### src/rtl/alu_pkg.sv
// alu_pkg: shared op codes, FSM states and result-word layout for the ALU host driver
package alu_pkg;
  localparam logic [1:0] ALU_ADD = 2'd0;
  localparam logic [1:0] ALU_SUB = 2'd1;
  localparam logic [1:0] ALU_AND = 2'd2;
  localparam logic [1:0] ALU_OR  = 2'd3;
  typedef enum logic [1:0] {IDLE, DRIVE, RESP} state_t;
  localparam int POS_ERR   = 7;
  localparam int POS_SIGN  = 6;
  localparam int POS_ZERO  = 5;
  localparam int POS_CARRY = 4;
  localparam int SETTLE_MIN = 1;
  localparam int SETTLE_MAX = 15;
endpackage

### src/rtl/alu_host_driver_if.sv
// alu_host_driver_if: command, ALU pin and response signals of the ALU host driver
interface alu_host_driver_if;
  logic       cmd_valid;
  logic       cmd_ready;
  logic [3:0] cmd_a;
  logic [3:0] cmd_b;
  logic [1:0] cmd_op;
  logic [7:0] alu_ui;
  logic [1:0] alu_sel;
  logic [7:0] alu_uo;
  logic       rsp_valid;
  logic       rsp_ready;
  logic [3:0] rsp_result;
  logic       rsp_carry;
  logic       rsp_zero;
  logic       rsp_sign;
  logic       rsp_err;
  logic       rsp_mismatch;
  modport slave (
    input  cmd_valid, cmd_a, cmd_b, cmd_op, alu_uo, rsp_ready,
    output cmd_ready, alu_ui, alu_sel, rsp_valid, rsp_result, rsp_carry, rsp_zero, rsp_sign,
           rsp_err, rsp_mismatch
  );
  modport master (
    output cmd_valid, cmd_a, cmd_b, cmd_op, alu_uo, rsp_ready,
    input  cmd_ready, alu_ui, alu_sel, rsp_valid, rsp_result, rsp_carry, rsp_zero, rsp_sign,
           rsp_err, rsp_mismatch
  );
endinterface

### src/rtl/alu_ref_model.sv
// alu_ref_model: combinational expected result word {0, sign, zero, carry, out} for (a, b, op)
module alu_ref_model
  import alu_pkg::*;
(
  input  logic [3:0] a,
  input  logic [3:0] b,
  input  logic [1:0] op,
  output logic [7:0] word
);
  logic [4:0] r;
  // bit 4 is carry for ADD and borrow (a < b) for SUB
  always_comb begin
    r = op == ALU_ADD ? {1'b0, a} + {1'b0, b} :
        op == ALU_SUB ? {1'b0, a} - {1'b0, b} :
        op == ALU_AND ? {1'b0, a & b} : {1'b0, a | b};
    word = {1'b0, r[3], ~|r[3:0], r[4], r[3:0]};
  end
endmodule

### src/rtl/alu_host_driver.sv
// alu_host_driver: drives ALU pins per command, samples result after settle time; ALU_CHECK_EN adds model check
module alu_host_driver
  import alu_pkg::*;
#(
  parameter int SETTLE_CYCLES = 1
) (
  input  logic              clk,
  input  logic              rst,
  alu_host_driver_if.slave  bus,
  output logic              busy,
  output logic [7:0]        mismatch_cnt
);
  localparam int S = SETTLE_CYCLES < SETTLE_MIN ? SETTLE_MIN :
                     SETTLE_CYCLES > SETTLE_MAX ? SETTLE_MAX : SETTLE_CYCLES;
  localparam logic [3:0] LOAD = 4'(S - 1);
  state_t     state, nxt;
  logic [3:0] cnt;
  logic [7:0] ui;
  logic [1:0] sel;
  logic [7:0] word;
  logic       acc, cap;
  always_comb begin
    acc = state == IDLE && bus.cmd_valid;
    cap = state == DRIVE && cnt == 4'd0;
    nxt = state == IDLE  ? (bus.cmd_valid ? DRIVE : IDLE) :
          state == DRIVE ? (cnt == 4'd0 ? RESP : DRIVE) :
                           (bus.rsp_ready ? IDLE : RESP);
  end
  always_ff @(posedge clk) begin
    if (rst) begin
      state <= IDLE;
      cnt   <= '0;
      ui    <= '0;
      sel   <= '0;
      word  <= '0;
    end else begin
      state <= nxt;
      if (acc) begin
        ui  <= {bus.cmd_b, bus.cmd_a};
        sel <= bus.cmd_op;
        cnt <= LOAD;
      end else if (state == DRIVE && cnt != 4'd0) begin
        cnt <= cnt - 4'd1;
      end
      if (cap) word <= bus.alu_uo;
    end
  end
  assign bus.cmd_ready  = state == IDLE;
  assign bus.rsp_valid  = state == RESP;
  assign busy           = state != IDLE;
  assign bus.alu_ui     = ui;
  assign bus.alu_sel    = sel;
  assign bus.rsp_result = word[3:0];
  assign bus.rsp_carry  = word[POS_CARRY];
  assign bus.rsp_zero   = word[POS_ZERO];
  assign bus.rsp_sign   = word[POS_SIGN];
  assign bus.rsp_err    = word[POS_ERR];
`ifdef ALU_CHECK_EN
  logic [7:0] exp_word;
  logic       mm;
  logic [7:0] mcnt;
  alu_ref_model u_ref (.a(ui[3:0]), .b(ui[7:4]), .op(sel), .word(exp_word));
  always_ff @(posedge clk) begin
    if (rst) begin
      mm   <= 1'b0;
      mcnt <= '0;
    end else if (cap) begin
      mm <= bus.alu_uo != exp_word;
      if (bus.alu_uo != exp_word && mcnt != 8'hFF) mcnt <= mcnt + 8'd1;
    end
  end
  assign bus.rsp_mismatch = mm;
  assign mismatch_cnt     = mcnt;
`else
  assign bus.rsp_mismatch = 1'b0;
  assign mismatch_cnt     = '0;
`endif
endmodule

### src/flat_wrapper.sv
// flat-port wrapper written by rule: the top's interface ports become plain ports
module alu_host_driver_flat import alu_pkg::*;
#(
  parameter int SETTLE_CYCLES = 1
)
  (clk, rst, busy, mismatch_cnt, bus_cmd_valid, bus_cmd_a, bus_cmd_b, bus_cmd_op, bus_alu_uo, bus_rsp_ready, bus_cmd_ready, bus_alu_ui, bus_alu_sel, bus_rsp_valid, bus_rsp_result, bus_rsp_carry, bus_rsp_zero, bus_rsp_sign, bus_rsp_err, bus_rsp_mismatch);
  alu_host_driver_if bus_i ();
  input  logic clk;
  input  logic rst;
  output logic busy;
  output logic [7:0] mismatch_cnt;
  input wire logic [$bits(bus_i.cmd_valid)-1:0] bus_cmd_valid;
  input wire logic [$bits(bus_i.cmd_a)-1:0] bus_cmd_a;
  input wire logic [$bits(bus_i.cmd_b)-1:0] bus_cmd_b;
  input wire logic [$bits(bus_i.cmd_op)-1:0] bus_cmd_op;
  input wire logic [$bits(bus_i.alu_uo)-1:0] bus_alu_uo;
  input wire logic [$bits(bus_i.rsp_ready)-1:0] bus_rsp_ready;
  output wire logic [$bits(bus_i.cmd_ready)-1:0] bus_cmd_ready;
  output wire logic [$bits(bus_i.alu_ui)-1:0] bus_alu_ui;
  output wire logic [$bits(bus_i.alu_sel)-1:0] bus_alu_sel;
  output wire logic [$bits(bus_i.rsp_valid)-1:0] bus_rsp_valid;
  output wire logic [$bits(bus_i.rsp_result)-1:0] bus_rsp_result;
  output wire logic [$bits(bus_i.rsp_carry)-1:0] bus_rsp_carry;
  output wire logic [$bits(bus_i.rsp_zero)-1:0] bus_rsp_zero;
  output wire logic [$bits(bus_i.rsp_sign)-1:0] bus_rsp_sign;
  output wire logic [$bits(bus_i.rsp_err)-1:0] bus_rsp_err;
  output wire logic [$bits(bus_i.rsp_mismatch)-1:0] bus_rsp_mismatch;
  assign bus_i.cmd_valid = bus_cmd_valid;
  assign bus_i.cmd_a = bus_cmd_a;
  assign bus_i.cmd_b = bus_cmd_b;
  assign bus_i.cmd_op = bus_cmd_op;
  assign bus_i.alu_uo = bus_alu_uo;
  assign bus_i.rsp_ready = bus_rsp_ready;
  assign bus_cmd_ready = bus_i.cmd_ready;
  assign bus_alu_ui = bus_i.alu_ui;
  assign bus_alu_sel = bus_i.alu_sel;
  assign bus_rsp_valid = bus_i.rsp_valid;
  assign bus_rsp_result = bus_i.rsp_result;
  assign bus_rsp_carry = bus_i.rsp_carry;
  assign bus_rsp_zero = bus_i.rsp_zero;
  assign bus_rsp_sign = bus_i.rsp_sign;
  assign bus_rsp_err = bus_i.rsp_err;
  assign bus_rsp_mismatch = bus_i.rsp_mismatch;
  alu_host_driver #(.SETTLE_CYCLES(SETTLE_CYCLES)) u_core (.clk(clk), .rst(rst), .bus(bus_i), .busy(busy), .mismatch_cnt(mismatch_cnt));
endmodule
### config.mk
export PLATFORM = sky130hd
export DESIGN_NAME = alu_host_driver_flat
export DESIGN_NICKNAME = d
export VERILOG_FILES = /design/src/rtl/alu_pkg.sv /design/src/rtl/alu_host_driver_if.sv /design/src/rtl/alu_ref_model.sv /design/src/rtl/alu_host_driver.sv /design/src/flat_wrapper.sv
export SDC_FILE = /design/constraint.sdc
export NUM_CORES = 1
export LEC_CHECK = 0
export CORE_MARGIN = 3
export CORE_UTILIZATION = 35
export DETAILED_ROUTE_END_ITERATION = 8
export PLACE_DENSITY = 0.75
export SLEW_MARGIN = 5
export SYNTH_ARGS = -nofsm -noshare
export SYNTH_HDL_FRONTEND = slang
export SYNTH_SLANG_ARGS = --single-unit
### constraint.sdc
create_clock -name clk -period 1.4 [get_ports clk]
set_input_delay 0.21 -clock clk [delete_from_list [all_inputs] [get_ports clk]]
set_output_delay 0.21 -clock clk [all_outputs]
set_load 0.02 [all_outputs]
# == Word level (Yosys, flattened, before mapping) ==
# Index checks and enable logic that the tools add are counted.
# op_classes
n_addsub,1
eq_ne,2
mux,5
n_reduce_logical,8
# ops
cell,count
$mux 2,4
$logic_not 4->1,1
$reduce_bool 4->1,1
$sub 4x1->4 const B,1
$logic_and 1x1->1,3
$eq 2x1->1 const B,1
$eq 2x2->1 const B,1
$logic_not 2->1,1
$reduce_bool 2->1,1
$reduce_or 2->1,1
$mux 1,1
# word_totals
ff_bits,24
input_bits,22
out_inout_bits,30
word_cells,21

# == Logic depth before layout (Yosys ltp) ==
# Gate-level depths: netlist of run 1.
# logic_depth
ltp_word,4
mapped_depth,6
ltp_nobuf,5

# == Worst setup path before layout of run 1 ==
# Ideal clock, no wire load.
# synth_path
path_type,register -> register
from,reg u_core.cnt[0]
to,reg u_core.word[3]
setup_time_ns,0.134
arrival_time_ns,1.323
required_ns,1.266
path_slack_ns,-0.057
stages_incl_launch_ff,7
n_path_buf,1
synth_period_minus_slack_ns,1.457
cell_sequence,dfxtp_1 inv_1 ha_1 or3b_2 buf_2 o21ai_0 a21oi_1
# synth_via
elab_chain_cells,2
# synth_lines
item,line_no,rtl
"start, declared",alu_host_driver.sv:17,logic [3:0] cnt;
"start signal, assigned",alu_host_driver.sv:43,cnt <= cnt - 4'd1;
$logic_not 4->1,alu_host_driver.sv:24,cap = state == DRIVE && cnt == 4'd0;
$logic_and 1x1->1,alu_host_driver.sv:24,
"end signal, assigned",alu_host_driver.sv:45,if (cap) word <= bus.alu_uo;
"end, declared",alu_host_driver.sv:20,logic [7:0] word;
# No other way between the ends.
# A chain may end at the register's enable or synchronous reset.

# == Worst setup path in the final report of run 1 ==
# layout_path
from,reg u_core.cnt[0]
to,reg u_core.word[5]
# Same word-level chain as after synthesis.

==> results of run 1 <==
==> layer usage <==
metal  share of wire [%]  up-vias
met5                   0        -
met4                   0        0
met2                  51       40
met3                 7.4        0
li1                    -      481
met1                  42      433
==> cell usage in the layout (no fill, tap or decap), types with 2 or more instances in the layout <==
cell type and instances:
clkdlybuf4s50_1 21, dfxtp_1 21, dlygate4sd2_1 18, nor2_1 11, a21oi_1 10, mux2i_1 10, nand3_1 9, conb_1 9
buf_4 9, o21ai_2 7, buf_6 4, a21oi_2 3, clkbuf_4 3, dfxtp_2 3, inv_2 2, inv_1 2
nor2b_1 2, or3b_4 2, o21ai_0 2, or4_1 2, o21ai_1 2, clkdlybuf4s15_2 2
==> cell families (layout without fill, tap and decap cells) <==
| family | count (synthesis) | in the layout |
|---|---|---|
| flip-flops | 24 | 24 |
| adder cells (fa/ha/maj) | 1 | 1 |
| AND/OR/NAND/NOR | 32 | 33 |
| AO/OA/AOI/OAI | 26 | 26 |
| other | 1 | 9 |
| buffers and inverters | 20 | 63 |
| multiplexers | 10 | 10 |
==> final timing paths <==
check | start | end | slack [ns] | cells after the start
max | u_core.cnt[0] | u_core.word[5] | -0.02 | 6
min | bus_alu_uo[0] | u_core.word[0] | 0.45 | 3
max reg2reg | u_core.cnt[0] | u_core.word[5] | -0.02 | 6
min reg2reg | u_core.word[6] | u_core.word[6] | 0.47 | 2
==> cell type report <==
| type | instances | area (um^2) | share of cell area [%] |
|---|---|---|---|
| clock buffer | 4 | 36.28 | 2.217 |
| inverter | 4 | 15.01 | 0.9174 |
| multi-input combinational | 79 | 555.5 | 33.94 |
| sequential | 24 | 484.2 | 29.59 |
| tap | 30 | 37.54 | 2.294 |
| timing repair buffer | 55 | 508.0 | 31.04 |
==> metrics by stage <==
| step | utilization [%] | setup WS, ns | power (mW) | area [um^2] | TNS (ns) |
|---|---|---|---|---|---|
| 2_1_floorplan | - | 0.02826 | 0.9529 | 1057 | 0 |
| 6_report | 62.64 | -0.02436 | 1.462 | 1637 | -0.04022 |
| 5_1_grt | 62.64 | -0.09888 | 1.532 | 1637 | -0.7819 |
| 3_5_place_dp | 57.57 | -0.1183 | 1.121 | 1504 | -1.801 |
| 3_3_place_gp | 57.57 | -0.09511 | 1.115 | 1504 | -0.9970 |
| 4_1_cts | 59.91 | -0.004484 | 1.458 | 1565 | -0.004484 |
==> worst min-delay path: stages <==
cell,delay (ns)
clkdlybuf4s50_1,0.40
nand3_1,0.06
a21oi_1,0.05
==> registers in the layout, indices dropped and copies added (netlist names) <==
register	count
u_core.state	2
u_core.bus.alu_ui	8
u_core.bus.alu_sel	2
u_core.word	8
u_core.cnt	4
==> power groups by stage <==
stage / Sequential [mW] / Clock [mW] / Combinational (mW)
floorplan: 0.797 / 0 / 0.156
global placement: 0.759 / 0 / 0.356
detailed placement: 0.758 / 0 / 0.363
CTS: 0.745 / 0.373 / 0.340
global route: 0.754 / 0.400 / 0.378
finish: 0.748 / 0.360 / 0.354
==> repair_timing <==
item / CTS / global route
gates cloned: 1 / 0
gates resized for setup: 45 / 19
setup endpoints to repair: 35 / 27
buffers inserted: 0 / 1
endpoints found under the hold margin: 0 / 0
pin swaps: 4 / 9
==> flow_summary.yaml, run 1 <==
outcome:
  status: "finished with violations"
  violations: "setup timing"
grt:
  grt_max_degree: 21
  met2_usage_pct: 26.08
  grt.met1_usage_pct: 17.13
  grt_pass1_wl_mm: 4.133
  grt_pass1_vias: 990
  grt-ovfl-total: 0
  grt_use_met3_pct: 4.536
  grt.busiest_layer: "met2"
  antenna_found_initial: 0
  grt_usage_pct: 14.67
placement:
  dp_cells: 190
  hpwl_mm: 1.842
  port_buffers: 42
  gp_congestion: 0.8055
routing:
  wl_mm: 2.661
  drtIter0Drc: 19
  drtPass1Iterations: 4
  detail-route-antenna-nets: 0
  via_per_inst: 4.867
  wire_per_inst_um: 13.58
  vias: 954
  drcViolationCount: 0
layout:
  fill_cells: 219
  fin_cells: 196
  nets: 190
  syn_to_final_growth_pct: 60.69
  diodes: 0
  drive_above_1_share_pct: 26.51
yosys:
  ys.flop_type: "dfxtp_1"
  synth-compound-area-share_pct: 14.00
  syn_area_um2: 1018
  synth_top_area_share_pct: 47.17
  async_flop_share_pct: 0
  ys_seq_elements: 24
  ys_types: 21
  synth.most_common_cell: "dfxtp_1"
  synth_fa_ha_area_share_pct: 1.229
  synthSimpleGateAreaFrac_pct: 16.09
  synth.area.top_cells: "dfxtp_1, mux2i_1, buf_4"
  muxShareOfSynthArea_pct: 9.828
  synth_area_per_cell_um2: 8.934
  synth_cells: 114
  synth_edf_count: 0
  synthXorXnorAreaFrac_pct: 0
  synth_largest_area_cell: "dfxtp_1"
  ys.warnings.count: 0
  synth_common_cells: "dfxtp_1, a21oi_1, nor2_1"
  ys_seq_area_share_pct: 47.17
  synth_top_family_by_area: "simple AND/OR/NAND/NOR gates"
setup_path:
  cp_cell_sequence: "inv_2, ha_4, buf_6, or3b_4, o21ai_1, a21oi_1"
  cp-start-kind: "flop"
  crit_buf_inv: 2
  slowest_stage: "or3b_4"
  crit_type: "flop to flop"
  critPathTopFamily: "simple AND/OR/NAND/NOR gates"
  worstPathMaxFanout: 6
  slowest_delay_ns: 0.43
  cp.arrival_ns: 1.63
  crit_path_end_kind: "flop"
  worstPathRequired_ns: 1.61
pwr:
  p_int_mw: 1.049
  clkPwrFrac_pct: 24.6
  p_per_area_nw_per_um2: 893.2
  peakVddDrop_v: 0.0006083
  seqPwrFrac_pct: 51.2
  leakage_nw: 0.7220
  switchingPower_mw: 0.4132
  swShare_pct: 28.27
  comb_power_share_pct: 24.2
cts:
  clock-sinks: 24
  cts_tree: "built"
  htree_levels: 1
  clk_path_buf_depth: 2
  clk_latency_ns: 0.31
  cts.clk_slew.worst_paths_ns: 0.13
  cts_root_buffer: "clkbuf_4"
  cts_buffers: 3
  holdBufCountCts: 0
flow_run:
  drv_cap: 0
floorplan:
  pin_count: 52
  die_h_um: 59.95
  die_w_um: 59.95
  start_util_pct: 38.98
  fp-row-count: 18
  fp.dieArea_um2: 3593
  core_um2: 2613
sta:
  hold_ws_ns: 0.4463
  fin_crit_sh_pct: 101.7
  clock_skew_ns: 0.001071
  setup_viol: 2
  slew_violations: 0
  hold_viol_final: 0
  rsz0062_at_grt: "true"
  worst_slack_ns: -0.02436
  period_needed_ns: 1.424
  fmax_ghz: 0.7021
hold_path:
  hp-class: "input pin to flop"
(Power assumes the default switching activity.)
==> inputs of run 2 (changes only) <==
- SKIP_CTS_REPAIR_TIMING: default -> 1
==> run 2 against run 1 <==
Net effect: the run still ends with setup timing left; power increased by 0.83%; critical path type unchanged; setup slack better by 0.018 ns; combinational power is 5% higher; flip-flop and latch count unchanged; non-clock buffer count is 1 lower; sequential share of layout area down 1.1 points; largest cell class is now non-clock buffers; first-iteration DRC count decreased by 5.3%.
==> flow_summary.yaml, run 2 (same netlist as run 1, synthesis figures left out) <==
outcome:
  status: "finished with violations"
  violations: "setup timing"
setup_path:
  slowest_delay_ns: 0.40
  cp_cell_sequence: "buf_6, or3_4, or4_1, a21oi_1"
  crit_type: "flop to flop"
  worstPathRequired_ns: 1.65
  slowest_stage: "or4_1"
  worstPathMaxFanout: 2
  crit_path_end_kind: "flop"
  cp-start-kind: "flop"
  timing.rr.start: "u_core.cnt[1]"
  startpoint: "u_core.cnt[1]"
  cp.arrival_ns: 1.66
layout:
  diodes: 0
  fin_cells: 195
  layout_common_cells: "clkdlybuf4s50_1, dlymetal6s2s_1, dfxtp_1"
  nets: 189
  syn_to_final_growth_pct: 66.95
  drive_above_1_share_pct: 23.03
  final_area_um2: 1700
floorplan:
  fp-row-count: 18
  start_util_pct: 38.98
  fp.dieArea_um2: 3593
  pin_count: 52
  die_w_um: 59.95
  die_h_um: 59.95
  core_um2: 2613
placement:
  hpwl_mm: 1.842
  dp_cells: 190
  dpl_cell_area_um2: 1504
  gp_congestion: 0.8055
  port_buffers: 42
pwr:
  switchingPower_mw: 0.4077
  fin_total_pwr_mw: 1.474
  peakVddDrop_v: 0.0005814
  comb_power_share_pct: 25.1
  swShare_pct: 27.66
  clkPwrFrac_pct: 24.2
  seqPwrFrac_pct: 50.7
  leakage_nw: 0.9731
  p_per_area_nw_per_um2: 866.8
  p_int_mw: 1.066
cts:
  cts_tree: "built"
  htree_levels: 1
  clk_latency_ns: 0.30
  cts_root_buffer: "clkbuf_4"
  clk_path_buf_depth: 2
  cts.clk_slew.worst_paths_ns: 0.13
  clock-sinks: 24
  cts_buffers: 3
hold_path:
  hold_start: "bus_alu_uo[0]"
  hp-class: "input pin to flop"
sta:
  fmax_ghz: 0.7109
  slew_violations: 0
  period_needed_ns: 1.407
  worst_slack_ns: -0.006614
  clock_skew_ns: 0.001000
  fin_crit_sh_pct: 100.5
  setup_viol: 1
  setup_tns_ns: -0.006614
  hold_viol_final: 0
  rsz0062_at_grt: "true"
routing:
  vias: 965
  via_per_inst: 4.949
  wire_per_inst_um: 13.68
  drtPass1Iterations: 4
  drtIter0Drc: 18
  drcViolationCount: 0
  wl_mm: 2.667
  detail-route-antenna-nets: 0
grt:
  grt-ovfl-total: 0
  grt_max_degree: 21
  antenna_found_initial: 0
  grt_usage_pct: 14.01
  grt_pass1_wl_mm: 3.946
  grt_pass1_vias: 908
flow_run:
  drv_cap: 0
==> run 2: changes by cell type in the layout (fill, tap and decap cells not counted), moves of 2 or more <==
cell,change
dlygate4sd2_1,-18
o21ai_2,-4
clkdlybuf4s15_2,-2
dlymetal6s2s_1,+21
o21ai_1,+4
==> run 2: worst max-delay path: cells and delay by family, from the launching register on <==
family                 cells  cell delay (ns)
and+or+nand+nor            2             0.76
AOI/OAI and AO/OA          1             0.13
buffers and inverters      1             0.11
DFF                        1             0.35
==> run 2: final cells by class <==
class | instances | area [um^2]
tap | 30 | 37.54
multi-input combinational | 79 | 549.3
inverter | 4 | 15.01
fill | 207 | 912.1
timing repair buffer | 54 | 578.1
clock buffer | 4 | 36.28
sequential | 24 | 484.2
==> run 2: worst paths after layout <==
| check | to | slack [ns] | cells past startpoint |
|---|---|---|---|
| min reg2reg | u_core.word[3] | 0.47 | 2 |
| max | u_core.cnt[3] | -0.007 | 4 |
| max reg2reg | u_core.cnt[3] | -0.007 | 4 |
| min | u_core.word[0] | 0.45 | 3 |
==> run 2: per-stage QoR <==
| stage | util (%) | worst slack (ns) | hold WS, ns |
|---|---|---|---|
| after CTS | 58.96 | -0.3623 | 0.4374 |
| after detailed placement | 57.57 | -0.1183 | 0.4690 |
| after floorplan | - | 0.02826 | 0.3104 |
| after global placement | 57.57 | -0.09511 | 0.4608 |
| after global routing | 65.09 | -0.08164 | 0.4450 |
| final | 65.09 | -0.006614 | 0.4507 |
==> run 2: power by group through the flow <==
| stage | Combinational (mW) | Clock [mW] | Sequential (mW) |
|---|---|---|---|
| global placement | 0.356 | 0 | 0.759 |
| floorplan | 0.156 | 0 | 0.797 |
| CTS | 0.364 | 0.373 | 0.745 |
| global route | 0.394 | 0.397 | 0.754 |
| detailed placement | 0.363 | 0 | 0.758 |
| finish | 0.370 | 0.357 | 0.748 |
==> run 2: metal layers <==
| layer | vias to the layer above | global-route usage (%) | share of wire [%] |
|---|---|---|---|
| met2 | 37 | 24.54 | 52 |
| li1 | 477 | - | - |
| met3 | 2 | 4.752 | 7.7 |
| met4 | 0 | 1.899 | 0.15 |
| met1 | 449 | 16.86 | 40 |
| met5 | - | 0 | 0 |
